[src/rtl/serial_bit_tx.sv]
`default_nettype none
// ============================================================================
// serial_bit_tx : MSB-first parallel-to-serial transmitter with a capture
// strobe for d+en downstream flops. Define SERIAL_BIT_TX_PARITY_EN to append
// an even-parity bit.                                         Revision: 1.0
// ============================================================================
module serial_bit_tx #(
  parameter int DBIT        = 8,
  parameter int CLK_PER_BIT = 4
) (
  input  logic            clk,
  input  logic            reset,
  input  logic            start,
  input  logic [DBIT-1:0] din,
  output logic            ready,
  output logic            sout,
  output logic            sout_en,
  output logic            done_tick
);

  localparam int CW = (CLK_PER_BIT > 1) ? $clog2(CLK_PER_BIT) : 1;
  localparam int BW = (DBIT > 1) ? $clog2(DBIT + 1) : 1;
  localparam logic [CW-1:0] C_CYC_LAST = CW'(CLK_PER_BIT - 1);
  localparam logic [BW-1:0] C_BIT_LAST = BW'(DBIT - 1);

`ifdef SERIAL_BIT_TX_PARITY_EN
  typedef enum logic [1:0] {
    S_IDLE   = 2'd0,
    S_DATA   = 2'd1,
    S_PARITY = 2'd2
  } state_t;
  logic par_q, par_d;
`else
  typedef enum logic [0:0] {
    S_IDLE = 1'b0,
    S_DATA = 1'b1
  } state_t;
`endif

  state_t          state_q, state_d;
  logic [DBIT-1:0] sh_q, sh_d;
  logic [CW-1:0]   cyc_q, cyc_d;
  logic [BW-1:0]   bit_q, bit_d;
  logic            cyc_last;

  assign cyc_last = (cyc_q == C_CYC_LAST);

  always_comb begin
    state_d = state_q;
    sh_d    = sh_q;
    cyc_d   = cyc_q;
    bit_d   = bit_q;
`ifdef SERIAL_BIT_TX_PARITY_EN
    par_d   = par_q;
`endif
    case (state_q)
      S_IDLE: begin
        if (start) begin
          sh_d    = din;
          cyc_d   = '0;
          bit_d   = '0;
`ifdef SERIAL_BIT_TX_PARITY_EN
          par_d   = ^din;
`endif
          state_d = S_DATA;
        end
      end
      S_DATA: begin
        if (cyc_last) begin
          cyc_d = '0;
          sh_d  = sh_q << 1;
          bit_d = bit_q + BW'(1);
          if (bit_q == C_BIT_LAST) begin
`ifdef SERIAL_BIT_TX_PARITY_EN
            state_d = S_PARITY;
`else
            state_d = S_IDLE;
`endif
          end
        end else begin
          cyc_d = cyc_q + CW'(1);
        end
      end
`ifdef SERIAL_BIT_TX_PARITY_EN
      S_PARITY: begin
        if (cyc_last) begin
          cyc_d   = '0;
          state_d = S_IDLE;
        end else begin
          cyc_d = cyc_q + CW'(1);
        end
      end
`endif
      default: state_d = S_IDLE;
    endcase
  end

  always_ff @(posedge clk or posedge reset) begin
    if (reset) begin
      state_q <= S_IDLE;
      sh_q    <= '0;
      cyc_q   <= '0;
      bit_q   <= '0;
`ifdef SERIAL_BIT_TX_PARITY_EN
      par_q   <= 1'b0;
`endif
    end else begin
      state_q <= state_d;
      sh_q    <= sh_d;
      cyc_q   <= cyc_d;
      bit_q   <= bit_d;
`ifdef SERIAL_BIT_TX_PARITY_EN
      par_q   <= par_d;
`endif
    end
  end

  // Outputs decode registered state only, so sout and sout_en move on the same edge.
  assign ready   = (state_q == S_IDLE);
  assign sout_en = (state_q != S_IDLE) && cyc_last;

`ifdef SERIAL_BIT_TX_PARITY_EN
  assign sout      = (state_q == S_DATA) ? sh_q[DBIT-1] : ((state_q == S_PARITY) && par_q);
  assign done_tick = (state_q == S_PARITY) && cyc_last;
`else
  assign sout      = (state_q == S_DATA) && sh_q[DBIT-1];
  assign done_tick = (state_q == S_DATA) && cyc_last && (bit_q == C_BIT_LAST);
`endif

endmodule
`default_nettype wire

[config.mk]
export PLATFORM = sky130hd
export DESIGN_NAME = serial_bit_tx
export DESIGN_NICKNAME = d
export VERILOG_FILES = /design/src/rtl/serial_bit_tx.sv
export SDC_FILE = /design/constraint.sdc
export NUM_CORES = 1
export LEC_CHECK = 0
export CAP_MARGIN = 5
export CORE_MARGIN = 1.5
export CORE_UTILIZATION = 52
export CTS_CLUSTER_SIZE = 40
export DETAILED_ROUTE_END_ITERATION = 6
export GPL_TIMING_DRIVEN = 0
export PLACE_DENSITY = 0.87
export SLEW_MARGIN = 40
export SYNTH_ARGS = -nofsm -noshare
export SYNTH_HDL_FRONTEND = slang
export SYNTH_SLANG_ARGS = --single-unit
[constraint.sdc]
create_clock -name clk -period 1.9 [get_ports clk]
set_input_delay 0.285 -clock clk [delete_from_list [all_inputs] [get_ports clk]]
set_output_delay 0.285 -clock clk [all_outputs]
set_load 0.01 [all_outputs]
# Word-level counts from Yosys, hierarchy flattened
# Cells that the tools add are included.
dict set report word_totals {
  register_bits 15
  inputBits 11
  out_inout_bits 4
  word_cells 28
}
dict set report op_classes {
  add_sub_neg 2
  eq_ne 4
  muxes 13
  n_bitwise 1
  reduce_logical 4
}
# cell count
set ops {}
lappend ops {{8-bit 2-to-1 mux} 2}
lappend ops {{8-bit case mux with 2 select lines} 1}
lappend ops {{4-bit 2-to-1 mux} 2}
lappend ops {{4-bit case mux with 2 select lines} 1}
lappend ops {{4-bit by 1-bit adder with 4-bit output (second input constant)} 1}
lappend ops {{4-bit by 3-bit == test with 1-bit output (second input constant)} 1}
lappend ops {{2-bit 2-to-1 mux} 2}
lappend ops {{2-bit case mux with 2 select lines} 1}
lappend ops {{1-bit logical AND} 3}
lappend ops {{1-bit 2-to-1 mux} 3}
lappend ops {{2-bit by 1-bit adder with 2-bit output (second input constant)} 1}
lappend ops {{2-bit == test (second input constant)} 1}
lappend ops {{2-bit by 1-bit != test with 1-bit output (second input constant)} 1}
lappend ops {{2-bit != test (second input constant)} 1}
lappend ops {{1-bit case mux with 2 select lines} 1}
lappend ops {{2-bit AND reduction} 1}
lappend ops {{1-bit inverter} 1}

# Logic depth before layout (Yosys ltp)
dict set report depth {
  ltp_word 4
  mapped_depth 5
  mapped_depth_nobuf 4
}

# Least setup slack after synthesis
# No wires, ideal clock.
dict set report synth_timing {
  path_type {reg-to-output}
  start {register cyc_q[0]}
  end {output port done_tick}
  t_arrival_ps 941
  required_ps 1615
  slack_ps 674
  path_stages_with_launch 4
  path_buffers 0
  path_cell_list {dfrtp_1 -> ha_1 -> and2_4 -> and4b_4}
}
dict set report synth_via {
  elab_chain_cells 3
}
# element line
set synth_lines {}
lappend synth_lines {{start: declaration} 42} ;# logic [CW-1:0] cyc_q, cyc_d;
lappend synth_lines {{start signal: assignment} 110} ;# cyc_q <= cyc_d;
lappend synth_lines {{2-bit == test} 46} ;# assign cyc_last = (cyc_q == C_CYC_LAST);
lappend synth_lines {{1-bit logical AND} --}
lappend synth_lines {{named net sout_en} 17} ;# output logic sout_en,
lappend synth_lines {{1-bit logical AND} 127} ;# assign done_tick = (state_q == S_DATA) && cyc_last && (bit_q == C_BIT_LAST);
lappend synth_lines {{end: declaration} 18} ;# output logic done_tick
# The timed path passes the listed nets, and every way through them passes these cells.

# Final worst setup path
dict set report layout_timing {
  start {register cyc_q[0]}
  end {output port sout_en}
}
dict set report layout_via {
  elab_chain_cells 2
}
# element line
set layout_lines {}
lappend layout_lines {{2-bit == test} 46}
lappend layout_lines {{1-bit logical AND} 120} ;# assign sout_en = (state_q != S_IDLE) && cyc_last;
lappend layout_lines {{end: declaration} 17}
# Every way passes these cells.

==> impl_metrics.toml <==
[worst_setup_path]
path_cells = "ha_1 -> and2_4 -> clkdlybuf4s50_1"
cp_slowest_cell = "clkdlybuf4s50_1"
worstRegToRegCells = 6
worstSetupStartpointType = "flop"
max_stage_delay_ps = 470
crit_fanout = 2
end_kind = "output pin"
worstSetupPathType = "flop to output pin"
critical_path_arrival_ps = 1510
required_ps = 1620

[clock_tree]
numCtsBuffers = 3
cts_tree = "built"
path_clk_slew_ps = 100
htree_num_levels = 1
cts_sinks = 15
cts_buffer_depth = 2
clockRootBuffer = "clkbuf_4"
hold_buffers = 0
clk_latency_ps = 300

[hold_path]
hold_path_class = "primary input to asynchronous set/reset pin"

[global_routing]
grt_remaining_overflow = 0
grt_pass1_vias = 533
grt_pass1_wl_um = 2300
grt_usage_pct = 22.4
grt_max_degree = 17
antenna_found_initial = 0

[timing]
grt_setup_unrepaired = "false"
fmax_mhz = 558
finalCriticalPeriod_ps = 1790
setup_viol = 0
finalSetupTns_ps = 0
slew_headroom_pct = 63.2
finalHoldViolCount = 0
worst_pin_slew_ps = 552
worst_hold_slack_ps = 335
fin_skew_ps = 14.9
fin_ws_ps = 107
min_period_over_period_pct = 94.4
slew_violations = 0

[detailed_routing]
drt-total-wl_um = 1530
drc_errors = 0
drt_iter0_drc = 10
drtPass1Iterations = 4
vias = 595
routedWlPerCell_um = 14.5
antenna_left = 0
avgViaCountPerCell = 5.61

[layout]
multi_input_area_um2 = 332
seq_area_um2 = 375
final_layout_size_suffix_gt1_share_pct = 13.2
final_common_cell = "dfrtp_1"
fin_area_um2 = 950
final_core_util_pct = 71.2
syn_to_final_growth_pct = 24.6
fin_nets = 106
n_antenna_cell = 0
layout.cells.non_filler = 106
fillerInstances = 110
final_cell_mix = "15 x dfrtp_1, 11 x clkdlybuf4s50_1, 8 x nand2_1"

[power]
power_mw = 1.25
p_per_area_nw_per_um2 = 1320
leakage_nw = 0.446
ir_worst_vdd_mv = 0.571

[placement]
dp_slack_ps = 185
dp.cells = 101
post_dp_cell_area_um2 = 911
gp_congestion = 0.678
dp_hpwl_um = 1100
io_buffers = 13

[synthesis]
async_reset_ff_share_pct = 100
ys_warn_count = 0
ys_ff_latch = 15
synth_edf_count = 0
ys_types = 25
syn-instance-count = 73
avgSynthCellArea_um2 = 10.4
synth_nets = 87
ys.flop_type = "dfrtp_1"
yosysSeqAreaShare_pct = 49.3
synth.cell_area_um2 = 762

[floorplanning]
coreArea_um2 = 1330
num_rows = 13
die_w_um = 41.3
die_area_um2 = 1700
ios = 15
fp.dieH_um = 41.3
initial_utilization_pct = 57.1

[status]
outcome = "complete, no violations"

[flow_run]
max-cap-violations = 0
==> cell usage after synthesis (2+ instances only) <==
cell type / number / area [um^2]
a211oi_1: 2 / 15.0
a21oi_1: 6 / 30.0
buf_2: 2 / 10.0
buf_6: 2 / 22.5
dfrtp_1: 15 / 375
ha_1: 3 / 37.5
inv_1: 6 / 22.5
mux2i_1: 3 / 30.0
nand2_1: 8 / 30.0
nand3_1: 3 / 15.0
nor2_1: 2 / 7.51
nor2b_1: 2 / 12.5
o21ai_0: 2 / 10.0
o22ai_1: 5 / 31.3
xor2_1: 2 / 17.5
==> power breakdown <==
part	internal [mW]	switching, mW	leakage, nW
Clock	0.0784	0.107	0.0177
Sequential	0.458	0.0992	0.178
Combinational	0.279	0.233	0.251
==> critical path: cells and delay by family (launching register included) <==
family,cells,cell delay (ps)
adder cells (fa/ha/maj),1,200
buffers and inverters,1,470
AND/OR/NAND/NOR,1,150
flip-flops,1,390
==> layer usage <==
metal | track usage (%) | part of all wire (%) | up-vias
met1 | 23.3 | 41 | 274
li1 | - | - | 292
met2 | 39.8 | 52 | 25
met5 | 0 | 0 | -
met4 | 7.26 | 0.65 | 0
met3 | 9.78 | 5.7 | 4
==> flip-flops by register name, summed over array words and instances (netlist names) <==
signal	count
sh_q	8
bit_q	4
cyc_q	2
state_q	1
==> repair_timing <==
action | in CTS | in global routing
endpoints found under the setup margin | 2 | 1
buffers inserted | 2 | 0
resized for setup | 1 | 1
pin swaps | 0 | 0
==> path summary, 6_finish.rpt <==
path | start | to | slack [ps]
worst max-delay path | cyc_q[0] | sout_en | 110
worst min-delay path | reset | cyc_q[1] | 340
worst max register to register | cyc_q[0] | bit_q[3] | 510
worst min register to register | sh_q[2] | sh_q[2] | 510
max in group asynchronous | reset | sh_q[2] | 1190
min in group clk | start | sh_q[2] | 380
==> final cells by class <==
class,instances,share of cell area (%)
well taps,15,1.98
plain buffers,3,2.90
clock buffers,3,2.37
multi-input cells,48,34.9
inverters,6,2.37
flip-flops and latches,15,39.5
repair buffers,15,15.4
clock inverters,1,0.527
==> kinds of logic (layout without fill, tap and decap cells) <==
| group | after synthesis | count (layout) | share of synthesized area, % |
|---|---|---|---|
| simple gates | 20 | 20 | 14.0 |
| mux | 4 | 4 | 6.90 |
| buf+inv | 10 | 28 | 7.22 |
| flops | 15 | 15 | 49.3 |
| fa+ha+maj | 3 | 3 | 4.93 |
| xor+xnor | 2 | 2 | 2.30 |
| compound gates | 19 | 19 | 15.4 |
(Power assumes the default switching activity.)
